File: config.mk
export PLATFORM = sky130hd
export DESIGN_NAME = truth_table_scanner
export DESIGN_NICKNAME = d
export VERILOG_FILES = /design/src/rtl/truth_scan_pkg.sv /design/src/rtl/scan_settle_timer.sv /design/src/rtl/truth_table_scanner.sv
export SDC_FILE = /design/constraint.sdc
export NUM_CORES = 1
export LEC_CHECK = 0
export CORE_MARGIN = 2
export CORE_UTILIZATION = 35
export CTS_BUF_LIST = sky130_fd_sc_hd__clkbuf_4
export DETAILED_ROUTE_END_ITERATION = 7
export GPL_TIMING_DRIVEN = 0
export SYNTH_ARGS = -nofsm -noshare
export SYNTH_HDL_FRONTEND = slang
export SYNTH_SLANG_ARGS = --single-unit
export TNS_END_PERCENT = 20
File: constraint.sdc
create_clock -name clk -period 1.9 [get_ports clk]
set_input_delay 0.38 -clock clk [delete_from_list [all_inputs] [get_ports clk]]
set_output_delay 0.38 -clock clk [all_outputs]
set_load 0.02 [all_outputs]
File: src/rtl/truth_scan_pkg.sv
// Shared types and sizes for the truth-table scanner: FSM state encoding,
// vector count, index width and settle-counter width.
package truth_scan_pkg;

  typedef enum logic [1:0] {
    IDLE   = 2'd0,
    DRIVE  = 2'd1,
    SAMPLE = 2'd2,
    DONE   = 2'd3
  } scan_state_t;

  localparam int NUM_VECTORS = 8;
  localparam int IDX_W       = 3;
  localparam int CNT_W       = 4;

endpackage

File: src/rtl/scan_settle_timer.sv
// Settle counter: counts 0..SETTLE_CYCLES-1 while run_i is high and pulses
// expire_o on the last count; load_i or expiry returns the count to zero.
module scan_settle_timer
  import truth_scan_pkg::*;
#(
  parameter int SETTLE_CYCLES = 2
) (
  input  logic clk,
  input  logic rst_n,
  input  logic load_i,
  input  logic run_i,
  output logic expire_o
);

  localparam logic [CNT_W-1:0] LAST_CNT = CNT_W'(SETTLE_CYCLES - 1);

  logic [CNT_W-1:0] cnt_q, cnt_d;

  always_comb begin
    expire_o = run_i && (cnt_q == LAST_CNT);
    cnt_d    = cnt_q;
    if (load_i || expire_o) begin
      cnt_d = '0;
    end else if (run_i) begin
      cnt_d = cnt_q + 1'b1;
    end
  end

  always_ff @(posedge clk or negedge rst_n) begin
    if (!rst_n) begin
      cnt_q <= '0;
    end else begin
      cnt_q <= cnt_d;
    end
  end

endmodule

File: src/rtl/truth_table_scanner.sv
// Walks {a,b,c} through all 8 vectors, samples s after SETTLE_CYCLES per vector and
// compares the captured table with EXPECTED. SCAN_FIRST_FAIL_EN adds first-mismatch capture.
module truth_table_scanner
  import truth_scan_pkg::*;
#(
  parameter int                     SETTLE_CYCLES = 2,
  parameter logic [NUM_VECTORS-1:0] EXPECTED      = 8'h70
) (
  input  logic                   clk,
  input  logic                   rst_n,
  input  logic                   start_i,
  input  logic                   s_i,
  output logic                   a_o,
  output logic                   b_o,
  output logic                   c_o,
  output logic                   busy_o,
  output logic                   done_o,
  output logic [NUM_VECTORS-1:0] table_o,
  output logic                   match_o
`ifdef SCAN_FIRST_FAIL_EN
  ,
  output logic                   fail_valid_o,
  output logic [IDX_W-1:0]       fail_idx_o
`endif
);

  localparam logic [IDX_W-1:0] LAST_IDX = IDX_W'(NUM_VECTORS - 1);

  scan_state_t            state_q, state_d;
  logic [IDX_W-1:0]       idx_q, idx_d;
  logic [IDX_W-1:0]       abc_q, abc_d;
  logic [NUM_VECTORS-1:0] table_q, table_d;
  logic                   match_q, match_d;
  logic                   accept;
  logic                   expire;

  assign accept = (state_q == IDLE) && start_i;

  scan_settle_timer #(
    .SETTLE_CYCLES(SETTLE_CYCLES)
  ) u_settle (
    .clk      (clk),
    .rst_n    (rst_n),
    .load_i   (accept),
    .run_i    (state_q == DRIVE),
    .expire_o (expire)
  );

  always_comb begin
    state_d = state_q;
    idx_d   = idx_q;
    table_d = table_q;
    match_d = match_q;
    case (state_q)
      IDLE: begin
        if (start_i) begin
          state_d = DRIVE;
          idx_d   = '0;
          table_d = '0;
          match_d = 1'b0;
        end
      end
      DRIVE: begin
        if (expire) state_d = SAMPLE;
      end
      SAMPLE: begin
        table_d[idx_q] = s_i;
        if (idx_q == LAST_IDX) begin
          state_d = DONE;
          // table_q does not hold the final sample yet, so splice s_i in directly.
          match_d = ({s_i, table_q[NUM_VECTORS-2:0]} == EXPECTED);
        end else begin
          idx_d   = idx_q + 1'b1;
          state_d = DRIVE;
        end
      end
      DONE: begin
        state_d = IDLE;
      end
      default: begin
        state_d = IDLE;
      end
    endcase
    abc_d = ((state_d == DRIVE) || (state_d == SAMPLE)) ? idx_d : '0;
  end

  always_ff @(posedge clk or negedge rst_n) begin
    if (!rst_n) begin
      state_q <= IDLE;
      idx_q   <= '0;
      abc_q   <= '0;
      table_q <= '0;
      match_q <= 1'b0;
    end else begin
      state_q <= state_d;
      idx_q   <= idx_d;
      abc_q   <= abc_d;
      table_q <= table_d;
      match_q <= match_d;
    end
  end

  assign {a_o, b_o, c_o} = abc_q;
  assign busy_o          = (state_q == DRIVE) || (state_q == SAMPLE);
  assign done_o          = (state_q == DONE);
  assign table_o         = table_q;
  assign match_o         = match_q;

`ifdef SCAN_FIRST_FAIL_EN
  logic             fail_valid_q, fail_valid_d;
  logic [IDX_W-1:0] fail_idx_q, fail_idx_d;

  always_comb begin
    fail_valid_d = fail_valid_q;
    fail_idx_d   = fail_idx_q;
    if (accept) begin
      fail_valid_d = 1'b0;
      fail_idx_d   = '0;
    end else if ((state_q == SAMPLE) && !fail_valid_q && (s_i != EXPECTED[idx_q])) begin
      fail_valid_d = 1'b1;
      fail_idx_d   = idx_q;
    end
  end

  always_ff @(posedge clk or negedge rst_n) begin
    if (!rst_n) begin
      fail_valid_q <= 1'b0;
      fail_idx_q   <= '0;
    end else begin
      fail_valid_q <= fail_valid_d;
      fail_idx_q   <= fail_idx_d;
    end
  end

  assign fail_valid_o = fail_valid_q;
  assign fail_idx_o   = fail_idx_q;
`endif

endmodule

======== After elaboration in Yosys (flattened, before gate mapping) ========
Index checks and enable logic that the tools add are counted.
cells by class
  add/sub/neg operators ................... 2
  magnitude comparators ................... 2
  eq/ne operators ......................... 10
  multiplexer cells ....................... 18
  reduce and logical (&&, ||, !) cells .... 11
operators by type and width
  cell                                                 number
  case mux 8 bit (2 select lines)                      1
  2-to-1 mux 3 bit                                     3
  bitwise mux 8 bit                                    1
  == test 8 x 7 -> 1 bit, second input constant        1
  2-to-1 mux 4 bit                                     2
  2-to-1 mux 8 bit                                     1
  case mux 2 bit (4 select lines)                      1
  == test 2 bit, second input constant                 3
  2-to-1 mux 2 bit                                     3
  case mux 3 bit (2 select lines)                      1
  adder 4 x 1 -> 4 bit, second input constant          1
  == test 2 x 1 -> 1 bit, second input constant        2
  == test 4 x 1 -> 1 bit, second input constant        1
  < comparator 3 x 4 -> 1 bit, second input constant   1
  inequality test 2 bit, second input constant         2
  nonzero test 2 bit                                   2
  adder 3 x 1 -> 3 bit, second input constant          1
  demux 1 bit (select 3 bit)                           1
  == test 3 bit, second input constant                 1
  >= comparator 3 x 1 -> 1 bit, second input constant  1
  logical AND 1 bit                                    3
  logical OR 1 bit                                     3
  2-to-1 mux 1 bit                                     3
  AND reduction 3 bit                                  1
  other kinds (3)                                      3
storage, ports and cells
  flip-flop bits (word level) ............. 21
  input port bits ......................... 4
  logic and storage cells ................. 49

======== Logic depth before layout (Yosys ltp) ========
Gate-level depths: netlist of the first run.
  word-level depth ........................ 7
  mapped depth ............................ 7
  depth with buffers taken out ............ 6

======== Hierarchy ========
A second synthesis of the first run with hierarchy kept.
unflattened totals
  cells, all modules ...................... 104
  area, all modules ....................... 1,122.3 um^2
modules (own cells, without submodules)
  module               instances  cells an instance  area an instance (um^2)  seq. area each (um^2)
  truth_table_scanner  1          85                 904.6                    425.4
  scan_settle_timer    1          19                 217.7                    100.1

======== Least setup slack after synthesis of the first run ========
Ideal clock, no wire load.
  path type ............................... reg2reg
  start ................................... register state_q[0]
  end ..................................... register abc_q[0]
  data arrival time ....................... 1.645 ns
  data required time ...................... 1.822 ns
  setup slack ............................. 0.177 ns
  stages on the path, launching flop included .. 8
  clock period less this slack ............ 1.723 ns
  cell sequence ........................... dfrtp_1 inv_1 ha_1 buf_6 mux2i_4 o211ai_2 or3_4 a21boi_1
between the ends
  word-level cells in the longest chain between the ends .. 7
  elaborated cells between the ends (all ways) .. 13
  classes of those cells .................. eq/ne (5); mux (5); reduce/logical (3)
RTL lines
  element                                                  line                                                  RTL
  from (decl)                                              truth_table_scanner.sv:29                             scan_state_t state_q, state_d;
  from (signal assigned)                                   truth_table_scanner.sv:95                             state_q <= state_d;
  == test 2 x 1 -> 1 bit                                   truth_table_scanner.sv:45, truth_table_scanner.sv:54
  logical AND 1 bit                                        scan_settle_timer.sv:20                               expire_o = run_i && (cnt_q == LAST_CNT);
  2-to-1 mux 2 bit                                         truth_table_scanner.sv:64                             if (expire) state_d = SAMPLE;
  case mux 2 bit (4 select lines) *                        truth_table_scanner.sv:54                             case (state_q)
  named net state_d[0]                                     truth_table_scanner.sv:29
  == test 2 x 1 -> 1 bit or == test 2 bit (tied branches)  truth_table_scanner.sv:84                             abc_d = ((state_d == DRIVE) || (state_d == SAMPLE)) ? idx_d : '0;
  logical OR 1 bit *                                       truth_table_scanner.sv:84
  2-to-1 mux 3 bit *                                       truth_table_scanner.sv:84
  named net abc_d[0]                                       truth_table_scanner.sv:31                             logic [IDX_W-1:0] abc_q, abc_d;
  to (signal assigned)                                     truth_table_scanner.sv:91                             abc_q <= '0;
  to (signal assigned)                                     truth_table_scanner.sv:97                             abc_q <= abc_d;
  to (decl)                                                truth_table_scanner.sv:31
Mark *: on every way through the listed nets, which the timed path passes. The rest lies on a longest branch.
A chain may end at the register's enable or synchronous reset.

======== Worst setup path after layout of the first run ========
  start ................................... register state_q[1]
  end ..................................... output port busy_o
between the ends
  word-level cells in the longest chain between the ends .. 2
  elaborated cells between the ends (all ways) .. 3
  classes of those cells .................. eq/ne (2); reduce/logical (1)
RTL lines
  element                                                  line                        RTL
  == test 2 x 1 -> 1 bit or == test 2 bit (tied branches)  truth_table_scanner.sv:104  assign busy_o = (state_q == DRIVE) || (state_q == SAMPLE);
  logical OR 1 bit *                                       truth_table_scanner.sv:104
  to (decl)                                                truth_table_scanner.sv:16   output logic busy_o,
Every way passes the cells marked *; elsewhere a longest branch is shown, timed or not.

==> impl_summary.log, run 1 <==
INFO  metric status = completed
INFO  metric final_cell_mix = 20 x sky130_fd_sc_hd__dfrtp_1, 15 x sky130_fd_sc_hd__clkdlybuf4s50_1, 12 x sky130_fd_sc_hd__nand2_1
INFO  metric cp-endpoint = busy_o
INFO  metric dr_total_vias = 897
INFO  metric io_buffers = 17
INFO  metric grt_first_pass_wirelength = approximately 4000 microns
INFO  metric grt.total_usage = 14.6%
INFO  metric pwr-share-clk = 13.3%
INFO  metric combinationalPowerShare = 51.4%
INFO  metric path_max_fanout = 4
INFO  metric root_buffer = sky130_fd_sc_hd__clkbuf_4
INFO  metric power.ir.vdd_worst = ~0.46 mV
INFO  metric drtPass1Iterations = 4
INFO  metric ys_warns = 0
INFO  metric dieWidth = around 60 microns
INFO  metric fin_nets = 144
INFO  metric io_pins = 18
INFO  metric final_layout_size_suffix_gt1_share = between 10% and 20%
INFO  metric synth_seq_area_share = 45.7%
INFO  metric number_of_antenna_violations_at_the_first_check_in_global_routing = 0
INFO  metric regToRegSetupSlack = 0.08 ns
INFO  metric area_delta_synth_final = 27.1%
INFO  metric layout_filler_cell_count = 296
INFO  metric ctsHoldBuffers = 0
INFO  metric power.net_switching = 684 uW
INFO  metric die_y = approximately 61 microns
INFO  metric syn_area_per_cell = 10.7 sq um
INFO  metric layout.cells.most_common = sky130_fd_sc_hd__dfrtp_1
INFO  metric power_leakage = 0.000630 uW
INFO  metric clock_skew = ~0.0029 ns
INFO  metric post_synth_num_cell_types = 38
INFO  metric timing.max_cap.violations = 0
INFO  metric floorplan.rows = 20
INFO  metric synthCells = 107
INFO  metric cts.reportedPaths.clkPinSlew = 0.11 ns
INFO  metric numCtsBuffers = 3
INFO  metric place_worst_setup_slack = -0.152 ns
INFO  metric r2r_cells = 7
INFO  metric start_util = 37.4%
INFO  metric grt_overflow_total = 0
INFO  metric first_global_vias = ~890
INFO  metric worst_slew_pin_slew = around 0.93 ns
INFO  metric layout.core_utilization = 47.5%
INFO  metric timing.critical_path.arrival = roughly 1.4 ns
INFO  metric first_iter_violations = 34
INFO  metric floorplan_core_area = 0.00308 sq mm
INFO  metric required = 1.52 ns
INFO  metric netlist_area = roughly 0.0011 sq mm
INFO  metric synth_seq_cells = 21
INFO  metric mappedNetlistNets = around 120
INFO  metric startpoint = state_q[1]
INFO  metric power.density = 1170 mW/mm^2
INFO  metric tritoncts = built
INFO  metric worstSetupStartpointType = flop
INFO  metric grt_start_max_net_pins = 22
INFO  metric final_period_minus_worst_setup_slack = about 1.8 ns
INFO  metric critical_path.reg2reg.endpoint = abc_q[0]
INFO  metric max-clock-path-buffers = 2
INFO  metric hold_viol = 0
INFO  metric p_seq_share = between 30% and 40%
INFO  metric timing_worst_setup_path_type = reg2out
INFO  metric p_sw_share = 40.0%
INFO  metric dpl-instance-area = ~0.0014 sq mm
INFO  metric power.internal = 1030 uW
INFO  metric route.final.wire_length = 2300 microns
INFO  metric min_path_cells = 2
INFO  metric fp.dieArea = about 0.0038 sq mm
INFO  metric route.detailed.wl_per_inst = 13.1 microns
INFO  metric n_antenna_cell = 0
INFO  metric clkSinkCount = 21
INFO  metric hpwl = 1640 microns
INFO  metric timing.max_slew.rel_slack = 37.8%
INFO  metric regToRegStartpoint = state_q[1]
INFO  metric final_design_area_no_fill = 0.00146 sq mm
INFO  metric total_power = 1710 uW
INFO  metric rsz0062_at_grt = true
INFO  metric hold_path.class = reg2reg
INFO  metric setup-violations-final = 0
INFO  metric fin_crit_sh = 96.0%
INFO  metric gp_routability_congestion = ~0.79
INFO  metric worstSkewPairLatency = 0.30 ns
INFO  metric fin_ws = between 0.07 and 0.08 ns
INFO  metric htreeDepth = 1
INFO  metric detail-route-antenna-nets = 0
INFO  metric max_freq = 0.548 GHz
INFO  metric max_slew_violation_count = 0
INFO  metric cp-end-kind = primary output
INFO  metric remaining_drc_errors = 0
INFO  metric vias_per_cell = 5.10
## metal layers
metal / share of wire (%) / global-route usage, %
met5: 0 / 0
met4: 0.83 / 6.52
met3: 2.7 / 2.10
met2: 49 / 24.0
met1: 48 / 19.2
## area by class of cell
type                    instances  area, sq um  area share [%]
plain buffers                   4         26.3            1.80
clock buffers                   4         30.0            2.05
inverters                       5         18.8            1.28
multi-input cells              77          603            41.3
flip-flops and latches         21          527            36.0
well taps                      44         55.1            3.77
repair buffers                 21          201            13.8
## timing repair
action / 4_1_cts / 5_1_grt
pin swaps: 0 / 2
setup endpoints to repair: 4 / 10
buffers inserted: 0 / 4
resized for setup: 5 / 10
## worst max-delay path, cell delays in order (launching register included)
cell	delay (ns)
sky130_fd_sc_hd__dfrtp_1	0.43
sky130_fd_sc_hd__inv_1	0.08
sky130_fd_sc_hd__ha_2	0.31
sky130_fd_sc_hd__dlygate4sd2_1	0.32
## through the flow
step | hold slack (ns) | TNS (ns) | cells
after floorplan | 0.0844 | 0 | 107
after global placement | 0.517 | -0.572 | 168
after detailed placement | 0.526 | -0.589 | 168
after CTS | 0.562 | -0.0140 | 172
after global routing | 0.587 | -0.0369 | 176
final | 0.556 | 0 | 176
## registers in the layout (all words and copies together), names as in the netlist
signal,flops
state_q,2
table_o,8
u_settle.cnt_q,4
match_o,1
idx_q,3
abc_q,3
## how the worst min path moves through the flow
stage	startpoint	endpoint	slack, ns
final	table_o[5]	table_o[5]	0.56
after global placement	table_o[7]	table_o[7]	0.52
after detailed placement	table_o[7]	table_o[7]	0.53
after floorplan	rst_n	abc_q[0]	0.08
after CTS	table_o[7]	table_o[7]	0.56
after global routing	table_o[5]	table_o[5]	0.59
## power by group through the flow
stage	logic, uW	clock network, uW	registers, uW
final	880	227	603
after detailed placement	766	0	608
after global routing	991	256	616
after global placement	751	0	605
after floorplan	560	0	611
after CTS	776	239	603
## cells in the mapped netlist (all sizes together)
cell | instances | area (sq um)
a31oi | 1 | 6.26
o221ai | 1 | 8.76
or2 | 1 | 6.26
o311ai | 2 | 17.5
a21boi | 5 | 37.5
xnor2 | 2 | 17.5
dfrtp | 21 | 526
a22o | 1 | 8.76
nand4 | 1 | 6.26
xor2 | 2 | 17.5
nand2 | 12 | 45.0
inv | 5 | 18.8
o21a | 1 | 7.51
o211ai | 3 | 27.5
nand2b | 1 | 6.26
nor2 | 5 | 18.8
mux2i | 6 | 72.6
nand3 | 2 | 10.0
buf | 2 | 16.3
and4b | 1 | 10.0
clkbuf | 2 | 7.51
nor3b | 5 | 42.5
ha | 7 | 87.6
mux2 | 2 | 22.5
o41ai | 2 | 17.5
and3 | 1 | 6.26
a211oi | 1 | 7.51
nor4 | 1 | 6.26
or3 | 1 | 11.3
o31ai | 2 | 15.0
o21ai | 5 | 25.0
a21oi | 2 | 10.0
nor2b | 1 | 6.26
## cell families after synthesis
kind of cell / synth area share, %
compound gates: 16.4
flops: 45.7
xor+xnor: 3.05
fa+ha+maj: 7.62
mux: 8.27
simple gates: 15.2
buf+inv: 3.70
Power figures use the tool's default switching activity.
==> inputs of run 2 (changes only) <==
REMOVE_ABC_BUFFERS = 1   (was not set)
==> impl_summary.log, run 2 (synthesis gave the netlist of run 1 again) <==
INFO  metric worst_slew_pin_slew = 0.950 ns (+0.0194 ns)
INFO  metric regToRegSetupSlack = 0.11 ns (+0.03 ns)
INFO  metric dieWidth = 61.3 microns (unchanged)
INFO  metric timing.critical_path.slowest_cell_delay = 0.46 ns (+0.03 ns)
INFO  metric ctsHoldBuffers = 0 (unchanged)
INFO  metric cts.reportedPaths.clkPinSlew = 0.12 ns (about the same)
INFO  metric critical_path_cell_by_cell = inv_2 > ha_4 > mux2i_4 > o211ai_2 > or3_4 > a21boi_1
INFO  metric hold_path.class = reg2reg
INFO  metric n_antenna_cell = 0 (unchanged)
INFO  metric max_freq = 0.558 GHz (+1.8%)
INFO  metric grt_start_max_net_pins = 22 (unchanged)
INFO  metric post_layout_nonfiller_instances = 169 (-4.0%)
INFO  metric total_power = 1590 uW (-6.8%)
INFO  metric critical-path-slowest-cell = sky130_fd_sc_hd__dfrtp_1
INFO  metric p_sw_share = 40.8% (+0.80 points)
INFO  metric grt.total_usage = 14.5% (-0.16 points)
INFO  metric path_max_fanout = 11 (+7)
INFO  metric floorplan_core_area = 0.00308 sq mm (unchanged)
INFO  metric detail-route-antenna-nets = 0 (unchanged)
INFO  metric floorplan.rows = 20 (unchanged)
INFO  metric power_leakage = 0.000592 uW (-6.1%)
INFO  metric grt_overflow_total = 0 (unchanged)
INFO  metric power.ir.vdd_worst = 0.404 mV (-12%)
INFO  metric placed_cells_incl_taps = 164 (-2.4%)
INFO  metric pwr-share-clk = 13.6% (+0.3 points)
INFO  metric setup-violations-final = 0 (unchanged)
INFO  metric cp-end-kind = flop
INFO  metric vias_per_cell = 5.12 (+0.43%)
INFO  metric max_slew_violation_count = 0 (unchanged)
INFO  metric status = completed
INFO  metric start_util = 37.4% (unchanged)
INFO  metric max-clock-path-buffers = 2 (unchanged)
INFO  metric dpl-instance-area = 0.00135 sq mm (-1.7%)
INFO  metric htreeDepth = 1 (unchanged)
INFO  metric route.detailed.wl_per_inst = 14.0 microns (+6.8%)
INFO  metric final_period_minus_worst_setup_slack = 1.79 ns (-0.0321 ns)
INFO  metric power.net_switching = 650 uW (-5.0%)
INFO  metric remaining_drc_errors = 0 (unchanged)
INFO  metric rsz0062_at_grt = true
INFO  metric gp_routability_congestion = 0.752 (-4.4%)
INFO  metric area_delta_synth_final = 22.5%
INFO  metric worstSetupStartpointType = flop
INFO  metric numCtsBuffers = 3 (unchanged)
INFO  metric die_y = 61.3 microns (unchanged)
INFO  metric worstSkewPairLatency = 0.31 ns (about the same)
INFO  metric number_of_antenna_violations_at_the_first_check_in_global_routing = 0 (unchanged)
INFO  metric path_buf_inv = 1 (-1)
INFO  metric drtPass1Iterations = 4 (unchanged)
INFO  metric largest_register_ff_count = 8 (unchanged)
INFO  metric power.density = 1130 mW/mm^2 (-3.3%)
INFO  metric final_cell_mix = 21 x sky130_fd_sc_hd__dfrtp_1, 15 x sky130_fd_sc_hd__clkdlybuf4s50_1, 12 x sky130_fd_sc_hd__nand2_1
INFO  metric cpLargestDelayFamily = flip-flops
INFO  metric dr_total_vias = 865 (-3.6%)
INFO  metric first_global_vias = 881 (-1.3%)
INFO  metric final_layout_size_suffix_gt1_share = 12.8% (-5.4 points)
INFO  metric layout.cells.most_common = sky130_fd_sc_hd__dfrtp_1
INFO  metric io_pins = 18 (unchanged)
INFO  metric clock_skew = 0.00809 ns (+0.00518 ns)
INFO  metric timing_worst_setup_path_type = reg2reg
INFO  metric power.internal = 944 uW (-8.1%)
INFO  metric timing.critical_path.arrival = 2.04 ns (+0.60 ns)
INFO  metric clkSinkCount = 21 (unchanged)
INFO  metric root_buffer = sky130_fd_sc_hd__clkbuf_4
INFO  metric route.final.wire_length = 2360 microns (+2.6%)
INFO  metric grt_first_pass_wirelength = 4030 microns (+0.67%)
INFO  metric tritoncts = built
INFO  metric timing.max_cap.violations = 0 (unchanged)
INFO  metric required = 2.14 ns (+0.62 ns)
INFO  metric hold_viol = 0 (unchanged)
INFO  metric hpwl = 1700 microns (+3.5%)
INFO  metric timing.max_slew.rel_slack = 36.5% (-1.3 points)
INFO  metric fp.dieArea = 0.00376 sq mm (unchanged)
INFO  metric p_seq_share = 38.5% (+3.2 points)
INFO  metric fin_nets = 137 (-4.9%)
INFO  metric io_buffers = 17 (unchanged)
INFO  metric first_iter_violations = 36 (+5.9%)
INFO  metric final_design_area_no_fill = 0.00141 sq mm (-3.6%)
INFO  metric combinationalPowerShare = 47.9% (-3.5 points)
INFO  metric fin_crit_sh = 94.3% (-1.7 points)
-- run 2: cell types whose count changed in the layout (fill, tap and decap cells not counted), sizes merged --
cell,delta
buf,-4
clkbuf,-4
clkinv,+1
dlygate4sd2,+1
dlymetal6s2s,-1
-- run 2: stage by stage --
stage	hold WS [ns]	util [%]	setup TNS, ns	setup slack (ns)
final	0.559	45.8	0	0.109
after global routing	0.594	45.8	-0.00942	-0.00942
after CTS	0.559	45.5	0	0.0418
after detailed placement	0.539	43.9	-0.811	-0.136
after global placement	0.517	43.9	-0.666	-0.0995
after floorplan	0.0844	-	0	0.0592
-- run 2: path summary, 6_finish.rpt --
kind,endpoint,cells after the start,start
worst max-delay path,abc_q[0],6,state_q[1]
worst min-delay path,table_o[4],2,table_o[4]
worst max register to register,abc_q[0],6,state_q[1]
worst min register to register,table_o[4],2,table_o[4]
max in group asynchronous,table_o[3],1,rst_n
min in group asynchronous,u_settle.cnt_q[0],1,rst_n
-- run 2: layer usage --
metal | global-route usage [%] | share of wire, %
met3 | 3.78 | 3.6
met5 | 0 | 0
met1 | 18.0 | 44
met2 | 25.4 | 51
met4 | 2.80 | 0.59
-- run 2: tightest hold or removal path, cell delays in order (launching register included) --
cell and delay (ns):
sky130_fd_sc_hd__dfrtp_1 0.41, sky130_fd_sc_hd__nand2_1 0.06, sky130_fd_sc_hd__mux2i_1 0.06
-- run 2: cell type report --
type                       count  area (sq um)
fill                         320          1670
inverter                       5          18.8
timing repair buffer          18           175
clock inverter                 1          5.00
sequential                    21           526
clock buffer                   3          22.5
multi-input combinational     77           607
tap                           44          55.1
-- run 2: timing repair --
action,4_1_cts,5_1_grt
gates resized for setup,5,5
pin swaps,0,2
buffers inserted,1,0
setup endpoints to repair,11,9
-- run 2: power by group through the flow --
| stage | Clock, uW | Combinational, uW | Sequential, uW |
|---|---|---|---|
| 3_5_place_dp | 0 | 714 | 628 |
| 2_1_floorplan | 0 | 519 | 622 |
| 3_3_place_gp | 0 | 694 | 620 |
| 5_1_grt | 245 | 864 | 630 |
| 6_report | 217 | 763 | 613 |
| 4_1_cts | 230 | 764 | 612 |
==> inputs of run 3 (changes only) <==
CORE_MARGIN = 8   (was 2)
CTS_CLUSTER_DIAMETER = 120   (was not set)
MAX_ROUTING_LAYER = met4   (was not set)
==> impl_summary.log, run 3 (synthesis gave the netlist of run 1 again) <==
INFO  metric status = completed
INFO  metric hold_slack = 0.556 ns (-0.00239 ns)
INFO  metric path_max_fanout = 11 (unchanged)
INFO  metric clkSinkCount = 21 (unchanged)
INFO  metric rsz0062_at_grt = false
INFO  metric final_period_minus_worst_setup_slack = 1.80 ns (+0.0113 ns)
INFO  metric number_of_antenna_violations_at_the_first_check_in_global_routing = 0 (unchanged)
INFO  metric critical_path_cell_by_cell = inv_2 > ha_4 > mux2i_4 > o211ai_2 > or3_4 > a21boi_1
INFO  metric remaining_drc_errors = 0 (unchanged)
INFO  metric fin_nets = 136 (-0.73%)
INFO  metric largest_register_ff_count = 8 (unchanged)
INFO  metric regToRegStartpoint = state_q[1]
INFO  metric layout.core_utilization = 43.8% (-2.0 points)
INFO  metric pwr-share-clk = 13.8% (+0.2 points)
INFO  metric timing.critical_path.slowest_cell_delay = 0.46 ns (about the same)
INFO  metric dr_total_vias = 859 (-0.69%)
INFO  metric drtPass1Iterations = 4 (unchanged)
INFO  metric final_cell_mix = 19 x sky130_fd_sc_hd__dfrtp_1, 15 x sky130_fd_sc_hd__clkdlybuf4s50_1, 12 x sky130_fd_sc_hd__nand2_1
INFO  metric grt_start_max_net_pins = 22 (unchanged)
INFO  metric root_buffer = sky130_fd_sc_hd__clkbuf_4
INFO  metric numCtsBuffers = 3 (unchanged)
INFO  metric grt.total_usage = 10.5% (-4.0 points)
INFO  metric worst_slew_pin_slew = 0.945 ns (-0.00479 ns)
INFO  metric dieWidth = 73.3 microns (+20%)
INFO  metric r2r_cells = 6 (unchanged)
INFO  metric hold_path.class = reg2reg
INFO  metric io_buffers = 17 (unchanged)
INFO  metric fin_crit_sh = 94.9% (+0.59 points)
INFO  metric n_antenna_cell = 0 (unchanged)
INFO  metric first_iter_violations = 13 (-64%)
INFO  metric max_slew_violation_count = 0 (unchanged)
INFO  metric timing_worst_setup_path_type = reg2reg
INFO  metric first_global_vias = 941 (+6.8%)
INFO  metric grt_overflow_total = 0 (unchanged)
INFO  metric power.internal = 940 uW (-0.42%)
INFO  metric max_freq = 0.555 GHz (-0.63%)
INFO  metric cts.reportedPaths.clkPinSlew = 0.12 ns (about the same)
INFO  metric setup-violations-final = 0 (unchanged)
INFO  metric max-clock-path-buffers = 2 (unchanged)
INFO  metric final_layout_size_suffix_gt1_share = 16.1% (+3.3 points)
INFO  metric die_y = 73.3 microns (+20%)
INFO  metric io_pins = 18 (unchanged)
INFO  metric final_design_area_no_fill = 0.00142 sq mm (+0.44%)
INFO  metric cpLargestDelayFamily = flip-flops
INFO  metric area_delta_synth_final = 23.1%
INFO  metric fp.dieArea = 0.00538 sq mm (+43%)
INFO  metric timing.critical_path.arrival = 2.04 ns (about the same)
INFO  metric p_sw_share = 41.3% (+0.50 points)
INFO  metric dpl-instance-area = 0.00135 sq mm (+0.19%)
INFO  metric floorplan.rows = 21 (+5.0%)
INFO  metric tritoncts = built
INFO  metric critical_path.reg2reg.endpoint = abc_q[0]
INFO  metric cp-end-kind = flop
INFO  metric cp.depth = 6 (unchanged)
INFO  metric detail-route-antenna-nets = 0 (unchanged)
INFO  metric power.ir.vdd_worst = 0.458 mV (+13%)
INFO  metric clock_skew = 0.00145 ns (-0.00664 ns)
INFO  metric route.final.wire_length = 2400 microns (+1.8%)
INFO  metric gp_routability_congestion = 0.746 (-0.88%)
INFO  metric vias_per_cell = 5.05 (-1.3%)
INFO  metric fin_tns_setup = 0 ns (unchanged)
INFO  metric power_leakage = 0.000584 uW (-1.3%)
INFO  metric p_seq_share = 39.1% (+0.6 points)
INFO  metric path_buf_inv = 1 (unchanged)
INFO  metric timing.max_slew.rel_slack = 36.8% (+0.32 points)
INFO  metric htreeDepth = 1 (unchanged)
INFO  metric hold_viol = 0 (unchanged)
INFO  metric power.density = 1130 mW/mm^2 (about the same)
INFO  metric floorplan_core_area = 0.00323 sq mm (+5.0%)
INFO  metric start_util = 35.6% (-1.8 points)
INFO  metric layout_filler_cell_count = 324 (+1.3%)
INFO  metric grt_first_pass_wirelength = 4250 microns (+5.5%)
INFO  metric combinationalPowerShare = 47.1% (-0.8 points)
INFO  metric critical-path-slowest-cell = sky130_fd_sc_hd__dfrtp_2
INFO  metric total_power = 1600 uW (+0.44%)
INFO  metric cp-endpoint = abc_q[0]
INFO  metric power.net_switching = 661 uW (+1.7%)
INFO  metric startpoint = state_q[1]
INFO  metric worstSetupStartpointType = flop
INFO  metric layout.cells.most_common = sky130_fd_sc_hd__dfrtp_1
INFO  metric worstSkewPairLatency = 0.31 ns (about the same)
INFO  metric ctsHoldBuffers = 0 (unchanged)
INFO  metric hpwl = 1740 microns (+2.2%)
INFO  metric regToRegSetupSlack = 0.1 ns (about the same)
INFO  metric route.detailed.wl_per_inst = 14.1 microns (+1.2%)
INFO  metric required = 2.14 ns (about the same)
INFO  metric timing.max_cap.violations = 0 (unchanged)
==> run 3: changes by cell type in the layout (fill, tap and decap cells not counted), sizes merged <==
cell / previous run / this run
buf: 1 / 0
==> run 3: timing repair <==
action,4_1_cts,5_1_grt
setup endpoints to repair,11,10
pin swaps,0,1
gates resized for setup,5,9
buffers inserted,0,0
cloned,0,0
==> run 3: how the worst min path moves through the flow <==
stage / cells past startpoint / from / to
global route: 2 / table_o[7] / table_o[7]
global placement: 2 / table_o[7] / table_o[7]
floorplan: 0 / rst_n / abc_q[0]
finish: 2 / table_o[2] / table_o[2]
detailed placement: 2 / table_o[7] / table_o[7]
CTS: 2 / table_o[2] / table_o[2]
==> run 3: per-layer routing <==
metal / GRT usage [%] / routed length (microns)
met2: 17.9 / 1240
met1: 11.1 / 1030
met4: 3.33 / 25
met3: 3.68 / 103
met5: - / 0
==> run 3: stage by stage <==
| step | setup WS (ns) | std cells |
|---|---|---|
| after CTS | 0.00518 | 170 |
| final | 0.0974 | 170 |
| after detailed placement | -0.141 | 166 |
| after global routing | 0.00320 | 170 |
| after global placement | -0.103 | 166 |
| after floorplan | 0.0592 | 103 |
==> run 3: final cells by class <==
cell class / instances / area [sq um] / share of cell area, %
clock buffer: 3 / 22.5 / 1.59
clock inverter: 1 / 5.00 / 0.354
inverter: 5 / 18.8 / 1.33
multi-input combinational: 77 / 616 / 43.5
sequential: 21 / 528 / 37.3
tap: 46 / 57.6 / 4.07
timing repair buffer: 17 / 168 / 11.8
==> run 3: worst register-to-register path, delay by kind of cell, from the launching register on <==
kind	cells	cell delay, ns
flops	1	0.46
compound gates	2	0.28
simple gates	1	0.42
fa+ha+maj	1	0.22
buf+inv	1	0.09
mux	1	0.27
==> run 3: power by group through the flow <==
stage / registers [uW] / logic [uW] / clock network (uW)
6_report: 625 / 754 / 221
5_1_grt: 644 / 839 / 255
4_1_cts: 620 / 745 / 235
3_5_place_dp: 627 / 715 / 0
3_3_place_gp: 620 / 697 / 0
2_1_floorplan: 622 / 519 / 0
